<file path="config.mk">
export PLATFORM = sky130hd
export DESIGN_NAME = matrix_mac_ctrl
export DESIGN_NICKNAME = d
export VERILOG_FILES = /design/src/rtl/matrix_mac_ctrl_pkg.sv /design/src/rtl/matrix_mac_ctrl_mul.sv /design/src/rtl/matrix_mac_ctrl.sv
export SDC_FILE = /design/constraint.sdc
export NUM_CORES = 1
export LEC_CHECK = 0
export ABC_AREA = 1
export CAP_MARGIN = 20
export CORE_UTILIZATION = 43
export CTS_CLUSTER_SIZE = 8
export DETAILED_ROUTE_END_ITERATION = 16
export PLACE_DENSITY = 0.68
export SYNTH_ARGS = -nofsm -noshare
export SYNTH_HDL_FRONTEND = slang
export SYNTH_SLANG_ARGS = --single-unit
</file>
<file path="constraint.sdc">
create_clock -name clk -period 4.6 [get_ports clk]
set_input_delay 0.46 -clock clk [delete_from_list [all_inputs] [get_ports clk]]
set_output_delay 0.46 -clock clk [all_outputs]
set_load 0.1 [all_outputs]
</file>
<file path="src/rtl/matrix_mac_ctrl_pkg.sv">
// Shared definitions for the matrix MAC controller and its byte-lane datapath.
// Holds the mul_ctrl command encodings and the per-lane multiply-accumulate helper.
package matrix_mac_ctrl_pkg;

    localparam logic [3:0] MulCtrlNop = 4'b0000;
    localparam logic [3:0] MulCtrlMac = 4'b0001;

    // 8-bit result keeps only the low product byte; lanes wrap mod 256 with no carry-out
    function automatic logic [7:0] lane_mac(input logic [7:0] acc,
                                            input logic [7:0] a,
                                            input logic [7:0] b);
        return acc + a * b;
    endfunction

endpackage

</file>
<file path="src/rtl/matrix_mac_ctrl_mul.sv">
// Combinational 4x4 byte-lane rank-1 update: row j, lane i gets acc + a[i]*b[j].
// Any command other than MulCtrlMac passes the accumulator rows through unchanged.
module matrix_mul
    import matrix_mac_ctrl_pkg::*;
(
    input  logic [3:0]   mul_ctrl,
    input  logic [127:0] acc_in,
    input  logic [31:0]  op_a,
    input  logic [31:0]  op_b,
    output logic [127:0] acc_out
);

    for (genvar j = 0; j < 4; j++) begin : g_row
        for (genvar i = 0; i < 4; i++) begin : g_lane
            assign acc_out[32*j+8*i +: 8] = (mul_ctrl == MulCtrlMac) ?
                lane_mac(acc_in[32*j+8*i +: 8], op_a[8*i +: 8], op_b[8*j +: 8]) :
                acc_in[32*j+8*i +: 8];
        end
    end

endmodule

</file>
<file path="src/rtl/matrix_mac_ctrl.sv">
// Sequencer for the 4x4 byte-lane MAC: clears the accumulator rows, applies K rank-1
// updates over the operand handshake, then streams the four rows out over the result handshake.
module matrix_mac_ctrl
    import matrix_mac_ctrl_pkg::*;
#(
    parameter int unsigned K_W = 8
) (
    input  logic           clk,
    input  logic           rst,
    input  logic           start,
    input  logic [K_W-1:0] k_len,
    output logic           busy,
    output logic           done,
    input  logic           opnd_valid,
    output logic           opnd_ready,
    input  logic [31:0]    opnd_a,
    input  logic [31:0]    opnd_b,
    output logic           res_valid,
    input  logic           res_ready,
    output logic [31:0]    res_data,
    output logic [1:0]     res_row
);

    typedef enum logic [1:0] {StIdle, StAccum, StDrain} state_e;

    localparam logic [K_W-1:0] KOne = {{(K_W-1){1'b0}}, 1'b1};

    state_e            state_q, state_d;
    logic [3:0][31:0]  m_q, m_d;
    logic [K_W-1:0]    count_q, count_d;
    logic [K_W-1:0]    k_q, k_d;
    logic [1:0]        row_q, row_d;
    logic              done_q, done_d;

    logic [3:0]        mul_ctrl;
    logic [127:0]      mul_rows;

    matrix_mul u_matrix_mul (
        .mul_ctrl (mul_ctrl),
        .acc_in   (m_q),
        .op_a     (opnd_a),
        .op_b     (opnd_b),
        .acc_out  (mul_rows)
    );

    always_comb begin
        state_d  = state_q;
        m_d      = m_q;
        count_d  = count_q;
        k_d      = k_q;
        row_d    = row_q;
        done_d   = 1'b0;
        mul_ctrl = MulCtrlNop;
        unique case (state_q)
            StIdle: begin
                if (start) begin
                    k_d     = k_len;
                    m_d     = '0;
                    count_d = '0;
                    row_d   = '0;
                    state_d = (k_len != '0) ? StAccum : StDrain;
                end
            end
            StAccum: begin
                if (opnd_valid) begin
                    mul_ctrl = MulCtrlMac;
                    m_d      = mul_rows;
                    count_d  = count_q + KOne;
                    if (count_q == k_q - KOne) begin
                        state_d = StDrain;
                    end
                end
            end
            StDrain: begin
                if (res_ready) begin
                    if (row_q == 2'd3) begin
                        state_d = StIdle;
                        row_d   = '0;
                        done_d  = 1'b1;
                    end else begin
                        row_d = row_q + 2'd1;
                    end
                end
            end
            default: state_d = StIdle;
        endcase
    end

    always_ff @(posedge clk) begin
        if (rst) begin
            state_q <= StIdle;
            m_q     <= '0;
            count_q <= '0;
            k_q     <= '0;
            row_q   <= '0;
            done_q  <= 1'b0;
        end else begin
            state_q <= state_d;
            m_q     <= m_d;
            count_q <= count_d;
            k_q     <= k_d;
            row_q   <= row_d;
            done_q  <= done_d;
        end
    end

    assign busy       = (state_q != StIdle);
    assign opnd_ready = (state_q == StAccum);
    assign res_valid  = (state_q == StDrain);
    assign res_data   = m_q[row_q];
    assign res_row    = row_q;
    assign done       = done_q;

endmodule

</file>
# After elaboration in Yosys (flattened, before gate mapping)
# Index checks and enable logic that the tools add are counted.
dict set report totals {
  regBits 149
  latch_bits 0
  mem_bits_rw 0
  romBits 0
  input_bits 77
  output_inout_bits 38
  elab_cells 107
  n_memories 0
}
dict set report classes {
  add_sub_neg 19
  multipliers 16
  n_div 0
  magnitude_cmp 1
  n_eq_ne 11
  shift 0
  muxes 38
  n_bitwise 2
  reduce_logical 11
}
# cell n
set op_table {}
lappend op_table {{128-bit 2-to-1 mux} 2}
lappend op_table {{128-bit one-hot mux with 2 select lines} 1}
lappend op_table {{8-bit 2-to-1 mux} 18}
lappend op_table {{8-bit adder} 16}
lappend op_table {{8-bit by 8-bit multiplier with 8-bit output} 16}
lappend op_table {{32-bit binary-select mux with 2-bit select} 1}
lappend op_table {{32-bit 2-to-1 mux} 1}
lappend op_table {{2-bit 2-to-1 mux} 9}
lappend op_table {{8-bit one-hot mux with 2 select lines} 1}
lappend op_table {{8-bit by 1-bit adder with 8-bit output, second input constant} 1}
lappend op_table {{8-bit == test} 1}
lappend op_table {{2-bit by 1-bit != test with 1-bit output, second input constant} 4}
lappend op_table {{8-bit nonzero test} 1}
lappend op_table {{8-bit by 1-bit subtractor with 8-bit output, second input constant} 1}
lappend op_table {{2-bit one-hot mux with 3 select lines} 1}
lappend op_table {{3-bit AND reduction} 2}
lappend op_table {{2-bit nonzero test} 3}
lappend op_table {{5-bit AND reduction} 1}
lappend op_table {{2-bit == test, second input constant} 2}
lappend op_table {{2-bit != test, second input constant} 2}
lappend op_table {{2-bit one-hot mux with 2 select lines} 1}
lappend op_table {{4-bit AND reduction} 1}
lappend op_table {{2-bit by 3-bit less-than comparator with 1-bit output, second input constant} 1}
lappend op_table {{1-bit 2-to-1 mux} 3}
lappend op_table {{other kinds (7)} 8}

# Longest topological paths before layout
# Gate-level depths: netlist of the first run.
dict set report logic_depth {
  word_depth 6
  ltp_mapped 26
}

# By module
# From an unflattened synthesis of the first run, not the netlist that was laid out.
dict set report hier_totals {
  hier_cells 4147
  area_unflattened_um2 27098.5
}
# module instances cells_each area_each_um2
set by_module_without_submodules {}
lappend by_module_without_submodules {matrix_mul 1 3220 20503.4}
lappend by_module_without_submodules {matrix_mac_ctrl 1 927 6595.1}

# Worst setup path after synthesis of the first run
# OpenSTA, ideal clock, no wires.
dict set report synth_path {
  path_kind {input port to flip-flop}
  start {in opnd_b[0]}
  end {reg m_q[15] in the netlist's numbering}
  setup_time_ns 0.132
  arrival_time_ns 4.324
  t_required_ns 4.468
  slack_ns 0.144
  path_stages 21
  path_cell_list {clkbuf_1 buf_1 nand2_1 fa_1 inv_1 fa_1 inv_1 fa_1 fa_1 inv_1 ha_1 a21oi_1 nand2_1 nand3_1 nand2_1 nand2_1 inv_1 nor2_1 nand3_1 nand3_1 a21oi_1}
}
dict set report synth_between {
  elab_chain_cells 5
}
# item line
set synth_rtl {}
lappend synth_rtl {{start: declaration} matrix_mac_ctrl.sv:17} ;# input logic [31:0] opnd_b,
lappend synth_rtl {{8-bit by 8-bit multiplier with 8-bit output} matrix_mac_ctrl_pkg.sv:12} ;# return acc + a * b;
lappend synth_rtl {{8-bit adder} matrix_mac_ctrl_pkg.sv:12}
lappend synth_rtl {{8-bit 2-to-1 mux} matrix_mac_ctrl_mul.sv:15} ;# assign acc_out[32*j+8*i +: 8] = (mul_ctrl == MulCtrlMac) ?
lappend synth_rtl {{128-bit 2-to-1 mux} matrix_mac_ctrl.sv:65} ;# if (opnd_valid) begin
lappend synth_rtl {{128-bit one-hot mux with 2 select lines} matrix_mac_ctrl.sv:54} ;# unique case (state_q)
lappend synth_rtl {{end signal: assignment} matrix_mac_ctrl.sv:99} ;# m_q <= m_d;
lappend synth_rtl {{end: declaration} matrix_mac_ctrl.sv:29} ;# logic [3:0][31:0] m_q, m_d;
# Every way passes these cells. The select of a mux whose other input is x is not followed.
# A chain may end at the register's enable or synchronous reset.

# Final worst setup path of the first run
dict set report layout_path {
  start {in opnd_a[13]}
  end {reg m_q[79] in the netlist's numbering}
}
dict set report layout_between {
  elab_chain_cells 5
}
# item line
set layout_rtl {}
lappend layout_rtl {{start: declaration} matrix_mac_ctrl.sv:16} ;# input logic [31:0] opnd_a,
lappend layout_rtl {{8-bit by 8-bit multiplier with 8-bit output} matrix_mac_ctrl_pkg.sv:12}
lappend layout_rtl {{8-bit adder} matrix_mac_ctrl_pkg.sv:12}
lappend layout_rtl {{8-bit 2-to-1 mux} matrix_mac_ctrl_mul.sv:15}
lappend layout_rtl {{128-bit 2-to-1 mux} matrix_mac_ctrl.sv:65}
lappend layout_rtl {{128-bit one-hot mux with 2 select lines} matrix_mac_ctrl.sv:54}
# Every way passes these cells. The select of a mux whose other input is x is not followed.

==> impl_metrics.yaml, run 1 <==
sta:
  hold_violations: 0
  tightest_slew_ps: 982
  tns_ps: 0
  period_minus_slack_ps: 4300
  maxSlewHeadroom: 0.343
  fin_crit_sh: 0.935
  setup_viol: 0
  skew_ps: 13.7
  max_clock_freq_ghz: 0.232
  drv_slew: 0
  rsz0062_at_grt: "false"
die:
  rows: 89
  fp.dieH_um: 246
  die_w_um: 246
  start_util: 0.435
  fp.coreArea_sq_um: 59000
  dieArea_sq_um: 60700
  io_pins: 115
pwr:
  ir_drop_uv: 321
  power_density_nw_per_um2: 376
  finalPower_mw: 11.1
  leakagePower_nw: 16.8
placement:
  hpwl_um: 57100
  gp_congestion: 0.902
  portBuffers: 114
  post-place-cells: 4689
  place_area_sq_um: 28800
clocking:
  clock-sinks: 149
  cts_tree: "done"
  htree_levels: 4
  clk_pin_slew_ps: 80
  cts-buffers-inserted: 17
  cts_root_buf: "clkbuf_16"
  insertion_delay_ps: 480
  cts_hold_buf: 0
  cts_buffer_depth: 2
worst_setup_path:
  cp.required_ps: 5020
  crit_start: "opnd_a[13]"
  crit_path_max_fanout: 6
  arrival_ps: 4720
  critPathLaunchType: "input pin"
  critPathCaptureType: "register"
  path_class: "input pin to register"
  r2r-start: "m_q[125]$_SDFFE_PP0P_"
detailed_routing:
  wl_per_cell_um: 16.0
  num_vias: 23300
  drc_errors: 0
  vias_per_cell: 4.93
  ant_nets: 0
  drt_iter0_drc: 1945
  dr.pass1.iters: 5
  routed_wl_um: 75600
global_routing:
  gr-total-overflow: 0
  first_global_vias: 22600
  antenna_found_initial: 0
  grt_pass1_wl_um: 121000
  grt_max_degree: 121
  track_usage: 0.258
layout:
  antenna_cells: 0
  drive_gt1_frac: 0.0643
  post-route-cell-area_sq_um: 29400
  finalNetCount: 4575
  fin_cells: 4721
  area_growth_pct: 14.6
  fillers: 5829
  fin_util: 0.498
worst_hold_path:
  min_from: "rst"
  min_path_type: "input pin to register"
yosys:
  ys_ff_latch: 149
  synthCells: 3817
  synthTopCellsByArea: "fa_1, nand2_1, inv_1, ha_1, dfxtp_1"
  syn_area_sq_um: 25700
  yosysWarnings: 0
  syn_nets: 4457
  synth_area_per_cell_sq_um: 6.72
  yosysSeqAreaShare: 0.116
  synth_top_area_frac: 0.225
  synth_largest_area_cell: "fa_1"
  synth.distinct_cells: 40
run:
  drv_cap: 0
run_status:
  outcome: "finished clean"
flip-flops by register name, summed over array words and instances, names as in the netlist:
register / flops
count_q: 8
done: 1
k_q: 8
m_q: 128
res_row: 2
state_q: 2
cell usage after synthesis (all sizes together):
| master | number |
|---|---|
| a211oi | 14 |
| a21o | 11 |
| a21oi | 242 |
| a31oi | 4 |
| and3 | 2 |
| buf | 93 |
| clkbuf | 89 |
| clkinv | 3 |
| dfxtp | 149 |
| fa | 288 |
| ha | 275 |
| inv | 979 |
| nand2 | 1165 |
| nand2b | 4 |
| nand3 | 131 |
| nand3b | 6 |
| nand4 | 4 |
| nor2 | 86 |
| nor3 | 6 |
| nor3b | 5 |
| nor4 | 2 |
| o21a | 1 |
| o21ai | 87 |
| o22ai | 11 |
| or2 | 1 |
| xnor2 | 86 |
| xor2 | 73 |
path summary, 6_finish.rpt:
kind                      endpoint  slack [ps]  cells after the start
max           m_q[79]$_SDFFE_PP0P_         300                     20
min           m_q[50]$_SDFFE_PP0P_         410                      2
max reg2reg  m_q[127]$_SDFFE_PP0P_         630                     19
min reg2reg   m_q[57]$_SDFFE_PP0P_         460                      2
per-stage QoR:
stage,hold slack (ps),worst slack [ps]
3_3_place_gp,450,-111
4_1_cts,396,325
5_1_grt,429,20.7
3_5_place_dp,452,-189
2_1_floorplan,440,144
6_report,414,298
worst max-delay path, cell delays in order:
cell and delay, ps:
clkdlybuf4s50_1 640, buf_4 220, nand2_1 70, fa_1 480, inv_1 50, fa_1 500, inv_1 60, fa_1 490
fa_1 500, inv_1 40, ha_1 310, a21oi_1 150, nand2_1 110, xor2_1 180, nand2_1 60, nand2_1 80
inv_1 50, nand2_1 60, nand3_1 60, a21oi_1 140
final cells by class:
cell class | count | area, sq um | share of cell area
multi-input combinational | 2504 | 18200 | 0.620
inverter | 982 | 3690 | 0.126
sequential | 149 | 2980 | 0.101
timing repair buffer | 281 | 2920 | 0.0992
tap | 773 | 967 | 0.0329
clock buffer | 17 | 425 | 0.0145
clock inverter | 15 | 205 | 0.00698
timing repair:
action	4_1_cts	5_1_grt
endpoints found under the setup margin	0	1
resized for setup	0	1
buffers inserted	0	0
per-layer routing:
layer / track usage / wire length [um]
met5: 0 / 0
met4: 0.0821 / 2080
met3: 0.0381 / 5970
met2: 0.408 / 33500
met1: 0.359 / 34000
logic make-up (layout without fill, tap and decap cells):
| kind of cell | Yosys count | count (layout) | synth area share |
|---|---|---|---|
| buffers and inverters | 1164 | 1295 | 0.174 |
| AO/OA/AOI/OAI | 370 | 370 | 0.0778 |
| flip-flops | 149 | 149 | 0.116 |
| adder cells (fa/ha/maj) | 563 | 563 | 0.359 |
| XOR/XNOR | 159 | 159 | 0.0546 |
| AND/OR/NAND/NOR | 1412 | 1412 | 0.219 |
layout by cell type, fill, tap and decap left out, types with 87 or more instances in the layout:
master and instances:
a21oi_1 242, buf_4 143, clkdlybuf4s50_1 91, dfxtp_1 148, fa_1 288, ha_1 275
inv_1 974, nand2_1 1162, nand3_1 131, o21ai_0 87
report_power, final:
group | total (mW) | internal (mW) | switching (mW)
clock network | 1.62 | 0.880 | 0.737
logic | 7.80 | 2.78 | 5.02
registers | 1.64 | 1.47 | 0.169
No activity file was read; power rests on OpenSTA's default activity.
==> run 2: changes to the inputs <==
CORE_UTILIZATION = 35   (was 43)
PLACE_DENSITY = 0.59   (was 0.68)
==> run 2 against run 1 <==
Worst setup slack worse by 24 ps; highest routed layer is now met5; sequential power barely moved; maximum frequency down 0.55%; final area grew 1.0%; non-clock buffer count grew 26; largest cell class unchanged; critical path depth is 2 higher; sequential share of layout area decreased by 0.10 points.
==> impl_metrics.yaml, run 2 (same netlist as run 1, synthesis figures left out) <==
run_status:
  outcome: "finished clean"
layout:
  fin_cells: 4924
  antenna_cells: 0
  area_growth_pct: 15.8
  post-route-cell-area_sq_um: 29700
  reg_top3: "m_q x128, count_q x8, k_q x8"
  mostFrequentLayoutCells: "nand2_1, inv_1, fa_1"
  regMostFlops: "m_q"
  finalNetCount: 4601
  fillers: 7351
  fin_util: 0.413
  drive_gt1_frac: 0.0732
  final_common_cell: "nand2_1"
  largest_register_ffs: 128
global_routing:
  grt_max_degree: 121
  gr-total-overflow: 0
  antenna_found_initial: 3
  grt_pass1_wl_um: 128000
  first_global_vias: 22800
  track_usage: 0.226
placement:
  post-place-cells: 4892
  place_area_sq_um: 29100
  gp_congestion: 0.866
  portBuffers: 114
  pre_cts_ws_ps: -213
  hpwl_um: 61400
clocking:
  cts_buffer_depth: 2
  cts_hold_buf: 0
  cts_tree: "done"
  htree_levels: 4
  cts_resized: 0
  clk_pin_slew_ps: 80
  cts_root_buf: "clkbuf_16"
  clock-sinks: 149
  cts-buffers-inserted: 17
  insertion_delay_ps: 510
  cts_setup_buffers: 0
die:
  start_util: 0.356
  dieArea_sq_um: 74400
  io_pins: 115
  fp.dieH_um: 273
  die_w_um: 273
  rows: 98
  fp.coreArea_sq_um: 72000
worst_hold_path:
  min_path_cells: 2
  hold_end: "m_q[57]$_SDFFE_PP0P_"
  min_path_type: "register to register"
  min_from: "m_q[57]$_SDFFE_PP0P_"
detailed_routing:
  ant_nets: 0
  routed_wl_um: 80800
  drt_iter0_drc: 1646
  drc_errors: 0
  num_vias: 23200
  wl_per_cell_um: 16.4
  dr.pass1.iters: 6
  vias_per_cell: 4.72
sta:
  tightest_slew_ps: 1160
  fin_crit_sh: 0.940
  maxSlewHeadroom: 0.227
  setup_viol: 0
  max_clock_freq_ghz: 0.231
  rsz0062_at_grt: "false"
  hold_violations: 0
  tns_ps: 0
  skew_ps: 20.5
  period_minus_slack_ps: 4330
  hold_slack_ps: 463
  drv_slew: 0
  fin_ws_ps: 275
worst_setup_path:
  r2r-start: "m_q[14]$_SDFFE_PP0P_"
  cp_cell_sequence: "clkdlybuf4s50_1, buf_4, buf_4, buf_4, nand2_1, fa_1, inv_1, ha_1, ha_1, inv_1, fa_1, inv_1, ha_1, fa_1, nand3_1, nand2_1, xor2_1, nand2_1, nand2_1, nand3_1, nand3_1, a21oi_1"
  crit_family: "adder cells"
  ff2ff_setup_slack_ps: 530
  critical-path-slowest-cell: "fa_1"
  path_class: "input pin to register"
  crit_path_max_fanout: 9
  cp.buffers_inverters: 7
  critPathLaunchType: "input pin"
  r2r_end: "m_q[15]$_SDFFE_PP0P_"
  arrival_ps: 4660
  critPathCaptureType: "register"
  rr_worst_depth: 19
  crit_top_cell: "nand2_1"
  cp.required_ps: 4930
  max_stage_delay_ps: 510
pwr:
  finalPower_mw: 11.1
  power_density_nw_per_um2: 374
  ir_drop_uv: 299
  leakagePower_nw: 16.9
run:
  drv_cap: 0
## run 2: cell count changes in the layout (fill, tap and decap cells not counted)
cell             change
clkinv_8             +1
buf_2                +3
buf_12               -4
buf_6                -1
inv_8                -2
buf_4               +39
clkdlybuf4s50_1     -11
clkinvlp_4           -1
clkinv_4             +3
bufinv_16            -2
clkbuf_8             +1
## run 2: worst max path at each step
stage,endpoint,depth (start not counted),slack (ps),from
floorplan,m_q[15]$_SDFFE_PP0P_,21,140,opnd_b[0]
CTS,m_q[23]$_SDFFE_PP0P_,22,340,opnd_b[0]
finish,m_q[23]$_SDFFE_PP0P_,22,270,opnd_b[0]
global placement,m_q[23]$_SDFFE_PP0P_,20,-150,opnd_b[0]
global route,m_q[23]$_SDFFE_PP0P_,20,50,opnd_b[1]
detailed placement,m_q[23]$_SDFFE_PP0P_,22,-210,opnd_b[0]
## run 2: cell type report
class | count | area (sq um) | share of cell area
clock buffer | 18 | 439 | 0.0148
timing repair buffer | 307 | 3020 | 0.102
multi-input combinational | 2504 | 18200 | 0.613
sequential | 149 | 2980 | 0.100
inverter | 982 | 3690 | 0.124
tap | 950 | 1190 | 0.0400
clock inverter | 14 | 158 | 0.00531
## run 2: worst register-to-register path: stages, from the launching register on
cell	delay (ps)
dfxtp_1	410
inv_1	90
fa_1	540
inv_1	50
fa_1	490
inv_1	50
fa_1	500
fa_1	540
inv_1	40
ha_1	330
a21oi_1	210
nand2_1	70
nand3_1	70
nand2_1	60
nand2_1	60
inv_1	30
nor2_1	130
nand3_1	90
nand3_1	80
a21oi_1	60
## run 2: report_power, final
part	total, mW	switching [mW]	internal (mW)
Sequential	1.65	0.173	1.47
Combinational	7.92	5.03	2.89
Clock	1.54	0.760	0.784
## run 2: per-layer routing
| metal | global-route usage | up-vias | routed length (um) |
|---|---|---|---|
| li1 | - | 11500 | - |
| met1 | 0.305 | 11000 | 36100 |
| met2 | 0.359 | 666 | 36000 |
| met3 | 0.0413 | 102 | 6160 |
| met4 | 0.0772 | 2 | 2510 |
| met5 | 0 | - | 18 |
==> run 3: changes to the inputs <==
HOLD_SLACK_MARGIN = 0.06   (was default)
==> results of run 3 <==
Final layout, timing and power as in run 2 (identical DEF).
